--- src/rtl/spi_flash_pkg.sv ---
// rtl/spi_flash_pkg.sv - shared constants and state type for the SPI flash RDID master
package spi_flash_pkg;

  localparam logic [7:0] RDID_OPCODE = 8'h9F;
  localparam int         CMD_BITS    = 8;
  localparam int         RESP_BITS   = 24;
  localparam int         ID_BITS     = 8;
  localparam int         BIT_CNT_W   = 5;

  // Bit index where MISO capture begins, the final bit of the frame, and the counter step.
  localparam logic [BIT_CNT_W-1:0] CNT_RESP_START = 5'd8;
  localparam logic [BIT_CNT_W-1:0] CNT_LAST_BIT   = 5'd31;
  localparam logic [BIT_CNT_W-1:0] CNT_STEP       = 5'd1;

  typedef enum logic [1:0] {
    IDLE     = 2'd0,
    SELECT   = 2'd1,
    SHIFT    = 2'd2,
    DESELECT = 2'd3
  } state_t;

endpackage

--- src/rtl/spi_clk_shifter.sv ---
// rtl/spi_clk_shifter.sv - SPICLK generation, bit counter and MOSI/MISO shifting
module spi_clk_shifter
  import spi_flash_pkg::*;
(
  input  logic                 clk,
  input  logic                 rst,
  input  logic                 i_load,
  input  logic                 i_select,
  input  logic                 i_shift,
  input  logic                 i_miso,
  output logic                 o_sclk,
  output logic                 o_mosi,
  output logic                 o_last_rise,
  output logic                 o_last_fall,
  output logic [RESP_BITS-1:0] o_rx_word
);

  logic [CMD_BITS-1:0]  r_tx;
  logic [RESP_BITS-1:0] r_rx;
  logic [BIT_CNT_W-1:0] r_count;
  logic                 r_sclk;
  logic                 r_mosi;

  // SPICLK toggles every clk in SHIFT; MISO captured on rising, MOSI advanced on falling.
  always_ff @(posedge clk or posedge rst) begin
    if (rst) begin
      r_tx    <= '0;
      r_rx    <= '0;
      r_count <= '0;
      r_sclk  <= 1'b0;
      r_mosi  <= 1'b0;
    end else if (i_load) begin
      r_tx    <= RDID_OPCODE;
      r_count <= '0;
      r_sclk  <= 1'b0;
      r_mosi  <= 1'b0;
    end else if (i_select) begin
      r_mosi <= r_tx[CMD_BITS-1];
      r_tx   <= {r_tx[CMD_BITS-2:0], 1'b0};
    end else if (i_shift) begin
      if (!r_sclk) begin
        r_sclk <= 1'b1;
        if (r_count >= CNT_RESP_START) begin
          r_rx <= {r_rx[RESP_BITS-2:0], i_miso};
        end
      end else begin
        r_sclk  <= 1'b0;
        r_mosi  <= r_tx[CMD_BITS-1];
        r_tx    <= {r_tx[CMD_BITS-2:0], 1'b0};
        r_count <= r_count + CNT_STEP;
      end
    end else begin
      r_sclk <= 1'b0;
      r_mosi <= 1'b0;
    end
  end

  assign o_sclk      = r_sclk;
  assign o_mosi      = r_mosi;
  assign o_last_rise = i_shift & ~r_sclk & (r_count == CNT_LAST_BIT);
  assign o_last_fall = i_shift &  r_sclk & (r_count == CNT_LAST_BIT);
  // Full word including the bit being sampled on this rising edge.
  assign o_rx_word   = {r_rx[RESP_BITS-2:0], i_miso};

endmodule

--- src/rtl/spi_rdid_master.sv ---
// rtl/spi_rdid_master.sv - SPI mode-0 master issuing RDID and capturing the 24-bit JEDEC ID
module spi_rdid_master
  import spi_flash_pkg::*;
(
  input  logic                 clk,
  input  logic                 reset,
  input  logic                 get_rdid,
  output logic                 SPICLK,
  output logic                 SPIMOSI,
  input  logic                 SPIMISO,
  output logic                 chip_select,
  output logic                 busy,
  output logic                 rdid_done,
  output logic [RESP_BITS-1:0] read_data,
  output logic [ID_BITS-1:0]   manufacture_id,
  output logic [ID_BITS-1:0]   memory_type,
  output logic [ID_BITS-1:0]   memory_capacity
);

  state_t               r_state;
  state_t               w_state_next;
  logic                 r_cs;
  logic                 r_busy;
  logic                 r_done;
  logic                 w_cs_next;
  logic                 w_busy_next;
  logic                 w_done_next;
  logic [RESP_BITS-1:0] r_read_data;

  logic                 w_load;
  logic                 w_last_rise;
  logic                 w_last_fall;
  logic [RESP_BITS-1:0] w_rx_word;

  assign w_load = (r_state == IDLE) & get_rdid;

  spi_clk_shifter u_shifter (
    .clk         (clk),
    .rst         (reset),
    .i_load      (w_load),
    .i_select    (r_state == SELECT),
    .i_shift     (r_state == SHIFT),
    .i_miso      (SPIMISO),
    .o_sclk      (SPICLK),
    .o_mosi      (SPIMOSI),
    .o_last_rise (w_last_rise),
    .o_last_fall (w_last_fall),
    .o_rx_word   (w_rx_word)
  );

  // State and registered control outputs.
  always_ff @(posedge clk or posedge reset) begin
    if (reset) begin
      r_state <= IDLE;
      r_cs    <= 1'b1;
      r_busy  <= 1'b0;
      r_done  <= 1'b0;
    end else begin
      r_state <= w_state_next;
      r_cs    <= w_cs_next;
      r_busy  <= w_busy_next;
      r_done  <= w_done_next;
    end
  end

  // Next-state and next-output decode for the transaction sequence.
  always_comb begin
    w_state_next = r_state;
    w_cs_next    = r_cs;
    w_busy_next  = r_busy;
    w_done_next  = 1'b0;
    case (r_state)
      IDLE: begin
        if (get_rdid) begin
          w_state_next = SELECT;
          w_busy_next  = 1'b1;
        end
      end
      SELECT: begin
        w_cs_next    = 1'b0;
        w_state_next = SHIFT;
      end
      SHIFT: begin
        if (w_last_fall) begin
          w_done_next  = 1'b1;
          w_state_next = DESELECT;
        end
      end
      DESELECT: begin
        w_cs_next    = 1'b1;
        w_busy_next  = 1'b0;
        w_state_next = IDLE;
      end
      default: w_state_next = IDLE;
    endcase
  end

  // Result register loads on the final rising SPICLK edge and holds otherwise.
  always_ff @(posedge clk or posedge reset) begin
    if (reset) begin
      r_read_data <= '0;
    end else if (w_last_rise) begin
      r_read_data <= w_rx_word;
    end
  end

  assign chip_select     = r_cs;
  assign busy            = r_busy;
  assign rdid_done       = r_done;
  assign read_data       = r_read_data;
  assign manufacture_id  = r_read_data[23:16];
  assign memory_type     = r_read_data[15:8];
  assign memory_capacity = r_read_data[7:0];

endmodule

--- config.mk ---
export PLATFORM = sky130hd
export DESIGN_NAME = spi_rdid_master
export DESIGN_NICKNAME = d
export VERILOG_FILES = /design/src/rtl/spi_flash_pkg.sv /design/src/rtl/spi_clk_shifter.sv /design/src/rtl/spi_rdid_master.sv
export SDC_FILE = /design/constraint.sdc
export NUM_CORES = 1
export LEC_CHECK = 0
export ABC_AREA = 1
export BUFFER_PORTS_ARGS = -buffer_cell sky130_fd_sc_hd__buf_2
export CORE_MARGIN = 8
export CORE_UTILIZATION = 57
export CTS_BUF_LIST = sky130_fd_sc_hd__clkbuf_8
export DETAILED_ROUTE_END_ITERATION = 16
export HOLD_SLACK_MARGIN = 0.12
export PLACE_DENSITY = 0.81
export SLEW_MARGIN = 20
export SYNTH_ARGS = -nofsm -noshare
export SYNTH_HDL_FRONTEND = slang
export SYNTH_SLANG_ARGS = --single-unit
--- constraint.sdc ---
create_clock -name clk -period 2.9 [get_ports clk]
set_input_delay 0.435 -clock clk [delete_from_list [all_inputs] [get_ports clk]]
set_output_delay 0.435 -clock clk [all_outputs]
set_load 0.02 [all_outputs]
# ---- Word-level counts from Yosys, hierarchy flattened
# Index checks and enable logic that the tools add are counted.
dict set report word_totals {
  ff_bits 67
  in_bits 4
}
dict set report op_classes {
  addsub 1
  magnitude_cmp 1
  eq_ne 8
  n_mux 24
  n_bitwise 8
  reduce_logical 12
}
# cell n
set op_table {}
lappend op_table {{2-to-1 mux 8 bit} 4}
lappend op_table {{2-to-1 mux 5 bit} 4}
lappend op_table {{2-to-1 mux 1 bit} 11}
lappend op_table {{one-hot mux 2 bit (4 select lines)} 1}
lappend op_table {{nonzero test 2 bit} 4}
lappend op_table {{AND reduction 2 bit} 3}
lappend op_table {{nonzero test 3 bit} 2}
lappend op_table {{adder 5 x 1 -> 5 bit (second input constant)} 1}
lappend op_table {{AND 1 bit} 5}
lappend op_table {{== test 5 bit (second input constant)} 1}
lappend op_table {{greater-or-equal comparator 5 x 4 -> 1 bit (second input constant)} 1}
lappend op_table {{AND reduction 5 bit} 1}
lappend op_table {{== test 2 bit (second input constant)} 2}
lappend op_table {{2-to-1 mux 2 bit} 2}
lappend op_table {{!= test 2 bit (second input constant)} 2}
lappend op_table {{!= test 4 x 2 -> 1 bit (second input constant)} 1}
lappend op_table {{one-hot mux 1 bit (2 select lines)} 2}
lappend op_table {{inverter 1 bit} 3}
lappend op_table {{AND reduction 3 bit} 1}
lappend op_table {{== test 2 x 1 -> 1 bit (second input constant)} 1}
lappend op_table {{zero test 2 bit} 1}
lappend op_table {{!= test 2 x 1 -> 1 bit (second input constant)} 1}

# ---- Depth between registers and ports, before layout
# Gate-level depths: netlist (run 1).
dict set report depth {
  ltp_word 5
  mapped_depth 9
  mapped_depth_nobuf 9
}

# ---- By module
# Synthesis (run 1) repeated with hierarchy kept, for this count alone.
dict set report unflattened {
  cells_unflattened 352
  hier_area_um2 3105.5
}
# module instances cells_per_inst area_per_inst_um2
set by_module_without_submodules {}
lappend by_module_without_submodules {spi_clk_shifter 1 189 1659.1}
lappend by_module_without_submodules {spi_rdid_master 1 163 1446.4}

# ---- Least setup slack after synthesis (run 1)
# Ideal clock, no wire load.
dict set report synth_path {
  path_type {flip-flop to flip-flop}
  start {register u_shifter.r_count[0]}
  end {register r_read_data[0] (netlist: read_data[0])}
  setup_time_ns 0.117
  arrival_time_ns 1.335
  setup_slack_ns 1.447
  stages_incl_launch_ff 9
  n_path_buf 2
  synth_period_minus_slack_ns 1.453
  path_cell_list {dfrtp_1 -> ha_1 -> nand2_1 -> nor2_1 -> ha_1 -> buf_2 -> clkbuf_1 -> nand3_1 -> nand2_1}
}
dict set report synth_via {
  elab_chain_len 2
}
# element line_no
set synth_lines {}
lappend synth_lines {{start, declared} spi_clk_shifter.sv:20} ;# logic [BIT_CNT_W-1:0] r_count;
lappend synth_lines {{start signal, assigned} spi_clk_shifter.sv:50} ;# r_count <= r_count + CNT_STEP;
lappend synth_lines {{== test 5 bit} spi_clk_shifter.sv:60} ;# assign o_last_rise = i_shift & ~r_sclk & (r_count == CNT_LAST_BIT);
lappend synth_lines {{AND 1 bit} spi_clk_shifter.sv:60}
lappend synth_lines {{end signal, assigned} spi_rdid_master.sv:103} ;# r_read_data <= w_rx_word;
lappend synth_lines {{end, declared} spi_rdid_master.sv:28} ;# logic [RESP_BITS-1:0] r_read_data;
# No other way between the ends.
# A chain may end at the register's enable or synchronous reset.

# ---- Worst setup path in the final report (run 1)
dict set report layout_path {
  start {register r_state[0]}
  end {register r_read_data[2] (netlist: read_data[2])}
}
dict set report layout_via {
  elab_chain_len 3
}
# element line_no
set layout_lines {}
lappend layout_lines {{start, declared} spi_rdid_master.sv:20} ;# state_t r_state;
lappend layout_lines {{start signal, assigned} spi_rdid_master.sv:59} ;# r_state <= w_state_next;
lappend layout_lines {{== test 2 bit} spi_rdid_master.sv:42} ;# .i_shift (r_state == SHIFT),
lappend layout_lines {{AND 1 bit (2 in series)} spi_clk_shifter.sv:60}
# No other way between the ends.

==> results of run 1 <==
## synth_stat cells, types with 2 or more instances
cell       n
nand2_1  138
dfrtp_1   66
nand3_1   49
buf_4     24
inv_1     19
o21ai_0   11
nor2_1    10
ha_1       9
buf_2      6
buf_6      6
nand2_2    3
a21oi_1    2
inv_2      2
nand2_4    2
o22ai_1    2
## per-layer routing
layer  global-route usage (%)  wire length (microns)  vias up
met2                     25.9                   2870       65
met5                        0                      0        -
li1                         -                      -     1147
met1                     16.1                   2400     1088
met3                     6.48                    541        7
met4                     5.64                     57        0
## registers in the layout, summed over array words and instances, names as in the netlist, 2 cells and up
name and cells:
read_data 24, u_shifter.r_tx 8, r_state 2, u_shifter.r_rx 23
u_shifter.r_count 5
## power by group through the flow
stage               Sequential (W)  Combinational, W  Clock [W]
CTS                        0.00110          0.000643   0.000853
detailed placement         0.00112          0.000641          0
global route               0.00111          0.000721   0.000891
global placement           0.00111          0.000611          0
finish                     0.00110          0.000633   0.000834
floorplan                  0.00113          0.000493          0
## area by class of cell
type / count / area (sq um)
fill: 467 / 1950
clock buffer: 9 / 124
inverter: 21 / 78.8
clock inverter: 7 / 92.6
multi-input combinational: 228 / 1060
tap: 72 / 90.1
sequential: 67 / 1680
timing repair buffer: 59 / 303
## critical path, cell delays in order, from the launching register on
cell and delay (ns):
dfrtp_1 0.42, inv_1 0.13, ha_1 0.30, nand2_4 0.11, inv_2 0.33, nand2_2 0.38, nand2_1 0.16, nand2_1 0.06
## cell families after synthesis
| family | count (synthesis) | share of synthesized area (%) |
|---|---|---|
| AOI/OAI and AO/OA | 15 | 2.50 |
| adders and majority gates | 9 | 3.64 |
| buffers and inverters | 58 | 11.6 |
| DFF | 67 | 54.2 |
| and+or+nand+nor | 204 | 28.0 |
## how the worst max path moves through the flow
stage | startpoint | to | slack [ns] | cells past startpoint
after floorplan | reset | busy | 0.78 | 1
after global placement | r_state[0] | read_data[10] | 0.99 | 7
after detailed placement | r_state[0] | read_data[2] | 0.89 | 7
after CTS | r_state[0] | read_data[2] | 0.88 | 7
after global routing | r_state[0] | read_data[2] | 0.71 | 7
final | r_state[0] | read_data[2] | 0.89 | 7
## stage by stage
stage	cell area [sq um]	setup WS, ns	instances	util, %
finish	3420	0.889	463	63.8
global route	3420	0.714	463	63.8
CTS	3420	0.885	463	63.8
detailed placement	3210	0.887	447	59.7
global placement	3210	0.987	447	59.7
floorplan	3100	0.783	353	-
## cell usage in the layout, fill, tap and decap left out, drive strengths merged, types with 5 or more instances in the layout
cell,Yosys,routed
inv,21,21
o21ai,11,11
nand2,143,143
buf,36,59
nor2,11,11
clkinv,0,5
nand3,49,49
dfrtp,66,66
clkbuf,1,9
ha,9,9
==> results by group, run 1 <==
Power
  • VDD IR max: 617 uV
  • Leak pwr: 2.08 nW
  • P_sw: 0.000863 W
  • Sw Ratio: 33.6%
  • P_int: 0.00171 W
  • Comb power frac: 24.6%
  • Sequential fraction of design power: 42.9%
  • Total chip power: 0.00257 W
  • Clock share of power: 32.5%
  • Power Dens Cells: 750 nW/um^2

STA
  • F_max: 497 MHz
  • Hold slack final: 0.150 ns
  • Worst-margin pin slew: 0.806 ns
  • Final cycle utilization of the critical path: 69.4%
  • RSZ-0062 raised after global routing: false
  • Fin. Hold Viols: 0
  • Final Skew: 0.00852 ns
  • Setup TNS: 0 ns
  • Final Critical Period: 2.01 ns
  • Final Setup Violations: 0
  • Final Slew Violations: 0
  • Headroom to the max-slew limit: 46.1%

Worst setup path
  • Critical R2R Launch: r_state[0]
  • Crit path launch type: flop
  • Reg2reg path depth: 7
  • Crit end category: flop
  • Crit path DAT: 2.24 ns
  • Critical path class: flop to flop
  • Setup slack, reg-to-reg: 0.89 ns
  • WP data required: 3.13 ns
  • Worst-path maximum fanout: 25
  • R2R Path End: read_data[2]

GRT
  • Initial antenna violation count: 0
  • All-Layer GR Usage: 15.1%
  • Total congestion overflow: 0
  • Pin count of the biggest net entering global routing: 43
  • First-pass GRT wire length: 10300 microns
  • Vias in the first global route: 2349

Synthesis
  • Post-synth cell types: 19
  • Gate count of the mapped netlist: 353
  • Area contributors post-synth: dfrtp_1 53%, nand2_1 17%, nand3_1 7.9%, buf_4 5.8%, ha_1 3.6%
  • Synth Cell Area: 3100 sq um
  • Share of the synthesized area in the top cell type: 53.3%
  • Yosys warns: 0
  • Syn_nets: 366
  • Synth async-reset ratio: 100%
  • Flop and latch count out of synthesis: 67
  • Cell taking the most area after synthesis: dfrtp_1
  • Number of synthesized flops with an enable pin: 0
  • Main flop type after synthesis: dfrtp_1
  • Register area share after synthesis: 54.2%
  • Mean Syn Cell Area: 8.77 sq um

Clock tree
  • Clock Latency Late Sink: 0.34 ns
  • Total clock sinks: 67
  • Worst-case clock buffer depth: 2
  • TritonCTS clock tree: yes
  • CTS Hold Bufs: 0
  • CTS root buf: clkbuf_8
  • Post_cts resized: 0
  • Clk slew on worst S/H paths: 0.07 ns
  • Post-CTS Setup Inserts: 0
  • CTS H-tree lvls: 3
  • CTS buffer count: 9

Die
  • IO Pins: 57
  • Initial Utilization: 57.7%
  • Core Rows: 27
  • Die X: 89.7 microns
  • Core region area: 5370 sq um
  • Die ar.: 8050 sq um
  • Die height: 89.7 microns

Place
  • Gpl congestion: 0.827
  • Dpl hpwl: 4130 microns
  • IO buf count: 56

Route
  • Antenna Nets Post-Route: 0
  • Routed wire length: 5870 microns
  • Drt via density: 4.98
  • Vias: 2307
  • Violation count after the first detailed-routing iteration: 155
  • Drt pass-1 iters: 4
  • Routed WL per cell: 12.7 microns
  • Drc violations: 0

Job
  • Number of max-cap violations: 0

Outcome
  • Status: finished, final reports clean

Cells and area
  • Layout cell share with drive strength beyond 1: 22.0%
  • Final nets: 399
  • Area growth, synth to finish: 10.6%
  • # diodes: 0

Min path
  • Hold WC Path Type: input pin to async pin
Note: power is estimated with default switching activity, not from simulation.
==> run 2: changes to the inputs <==
--- a/config.mk
+++ b/config.mk
@@ -8,11 +8,11 @@
 export ABC_AREA = 1
 export BUFFER_PORTS_ARGS = -buffer_cell sky130_fd_sc_hd__buf_2
 export CORE_MARGIN = 8
-export CORE_UTILIZATION = 57
+export CORE_UTILIZATION = 52
 export CTS_BUF_LIST = sky130_fd_sc_hd__clkbuf_8
 export DETAILED_ROUTE_END_ITERATION = 16
 export HOLD_SLACK_MARGIN = 0.12
-export PLACE_DENSITY = 0.81
+export PLACE_DENSITY = 0.78
 export SLEW_MARGIN = 20
 export SYNTH_ARGS = -nofsm -noshare
 export SYNTH_HDL_FRONTEND = slang
==> constraint.sdc (replaced) <==
create_clock -name clk -period 1.81 [get_ports clk]
set_input_delay 0.2715 -clock clk [delete_from_list [all_inputs] [get_ports clk]]
set_output_delay 0.2715 -clock clk [all_outputs]
set_load 0.02 [all_outputs]
==> run 2 against run 1 <==
Via count up 2.3%. Clock skew down 0.0017 ns. Combinational power up 69%. Fmax up 22%. Die area up 7.9%. First-iteration DRC count down 22%. Sequential power up 61%. Worst setup slack worse by 0.72 ns. Sequential share of layout area down 0.86 points. Non-clock buffer count up 7. Global-route usage up 0.16 points. Critical path type unchanged. Critical endpoint is now read_data[15].
==> results by group, run 2 (synthesis results as in run 1) <==
Cells and area
  • # diodes: 0 (unchanged)
  • Non-Filler Instances: 472 (+1.9%)
  • Commonest non-fill, non-tap cell in the layout: nand2_1
  • Commonest cells after routing, fill and taps aside: 138 x nand2_1, 66 x dfrtp_1, 56 x buf_2
  • Area growth, synth to finish: 12.6%
  • Largest register FFs: 24 (unchanged)
  • Final nets: 406 (+1.8%)
  • Layout cell share with drive strength beyond 1: 22.4% (+0.42 points)
  • Layout fillers: 517 (+11%)

Min path
  • Hold WC Path Type: input pin to flop
  • Worst hold stages: 3

STA
  • Final Slew Violations: 0 (unchanged)
  • Worst-margin pin slew: 0.591 ns (-0.216 ns)
  • Fin. Hold Viols: 0 (unchanged)
  • Final Skew: 0.00687 ns (-0.00165 ns)
  • RSZ-0062 raised after global routing: false
  • Final cycle utilization of the critical path: 90.8% (+21 points)
  • Headroom to the max-slew limit: 60.5% (+14 points)
  • Setup TNS: 0 ns (unchanged)
  • F_max: 608 MHz (+22%)
  • Final Setup Violations: 0 (unchanged)
  • Setup ws final: 0.167 ns (-0.722 ns)
  • Final Critical Period: 1.64 ns (-0.368 ns)

Route
  • Violation count after the first detailed-routing iteration: 121 (-22%)
  • Vias: 2360 (+2.3%)
  • Drc violations: 0 (unchanged)
  • Antenna Nets Post-Route: 0 (unchanged)
  • Drt via density: 5.00 (+0.35%)
  • Routed wire length: 6040 microns (+2.9%)
  • Drt pass-1 iters: 4 (unchanged)
  • Routed WL per cell: 12.8 microns (+0.95%)

Outcome
  • Status: finished, final reports clean

Worst setup path
  • Reg2reg path depth: 7 (unchanged)
  • Critical path class: flop to flop
  • Crit path DAT: 1.92 ns (-0.32 ns)
  • Crit path launch type: flop
  • Worst-path maximum fanout: 19 (-24%)
  • WP data required: 2.09 ns (-1.04 ns)
  • Crit end category: flop

Die
  • IO Pins: 57 (unchanged)
  • Die ar.: 8680 sq um (+7.9%)
  • Die X: 93.2 microns (+3.9%)
  • Core region area: 5850 sq um (+8.9%)
  • Core Rows: 28 (+3.7%)
  • Die height: 93.2 microns (+3.9%)
  • Initial Utilization: 52.9% (-4.7 points)

GRT
  • Pin count of the biggest net entering global routing: 28 (-35%)
  • Total congestion overflow: 0 (unchanged)
  • First-pass GRT wire length: 10700 microns (+4.4%)
  • Initial antenna violation count: 0 (unchanged)
  • Vias in the first global route: 2392 (+1.8%)
  • All-Layer GR Usage: 15.3% (+0.16 points)

Power
  • VDD IR max: 849 uV (+38%)
  • Total chip power: 0.00406 W (+58%)
  • Leak pwr: 2.13 nW (+2.1%)
  • Power Dens Cells: 1170 nW/um^2 (+55%)

Clock tree
  • Clock Latency Late Sink: 0.34 ns (about the same)
  • Clk slew on worst S/H paths: 0.07 ns (about the same)
  • TritonCTS clock tree: yes
  • Worst-case clock buffer depth: 2 (unchanged)
  • Total clock sinks: 67 (unchanged)
  • Post-CTS Setup Inserts: 0 (unchanged)
  • CTS buffer count: 9 (unchanged)
  • CTS H-tree lvls: 3 (unchanged)
  • CTS root buf: clkbuf_8

Place
  • Gpl congestion: 0.818 (-1.2%)
  • Dpl ws: 0.0935 ns (-0.793 ns)
  • Dpl cells: 456 (+2.0%)
  • Dpl hpwl: 4290 microns (+3.7%)
  • IO buf count: 56 (unchanged)

Job
  • Number of max-cap violations: 0 (unchanged)
## run 2: path summary, 6_finish.rpt
| check | slack (ns) | endpoint | start |
|---|---|---|---|
| worst max-delay path | 0.17 | read_data[15] | r_state[0] |
| worst min-delay path | 0.19 | read_data[0] | SPIMISO |
| worst max register to register | 0.17 | read_data[15] | r_state[0] |
| worst min register to register | 0.47 | chip_select | chip_select |
| max in group asynchronous | 0.68 | chip_select | reset |
| min in group asynchronous | 0.54 | u_shifter.r_rx[8] | reset |
## run 2: final cells by class
class                   count  area [sq um]  area share [%]
repair buffers             66           374            10.7
well taps                  75          93.8            2.69
clock buffers              11           151            4.34
flip-flops and latches     67          1680            48.1
inverters                  21          82.6            2.37
multi-input cells         228          1060            30.5
clock inverters             4          42.5            1.22
## run 2: worst max-delay path: stages, from the launching register on
cell     delay [ns]
dfrtp_1        0.42
inv_1          0.13
ha_1           0.31
nand2_4        0.12
inv_2          0.14
buf_4          0.25
nand3_1        0.12
nand2_1        0.09
## run 2: timing repair
item	4_1_cts	5_1_grt
resized for setup	0	2
hold buffers	1	0
endpoints found under the hold margin	24	0
setup endpoints to repair	0	25
## run 2: routing by layer
metal  wire, microns  up-vias  global-route usage [%]
met1            2730     1127                    17.7
li1                -     1160                       -
met4              75        0                    5.64
met5               0        -                       0
met2            2750       66                    25.2
met3             484        7                    5.77
## run 2: power by group
| group | total [W] | switching (W) | leakage [nW] | internal (W) |
|---|---|---|---|---|
| sequential | 0.00177 | 0.000101 | 0.909 | 0.00167 |
| combinational | 0.00107 | 0.000732 | 1.11 | 0.000340 |
| clock | 0.00122 | 0.000530 | 0.108 | 0.000692 |
## run 2: stage by stage
stage	utilization, %	cell area, sq um	hold WS, ns
global route	59.6	3490	0.198
floorplan	-	3100	0.416
CTS	59.4	3480	0.172
finish	59.6	3490	0.186
global placement	55.9	3270	0.373
detailed placement	55.9	3270	0.376
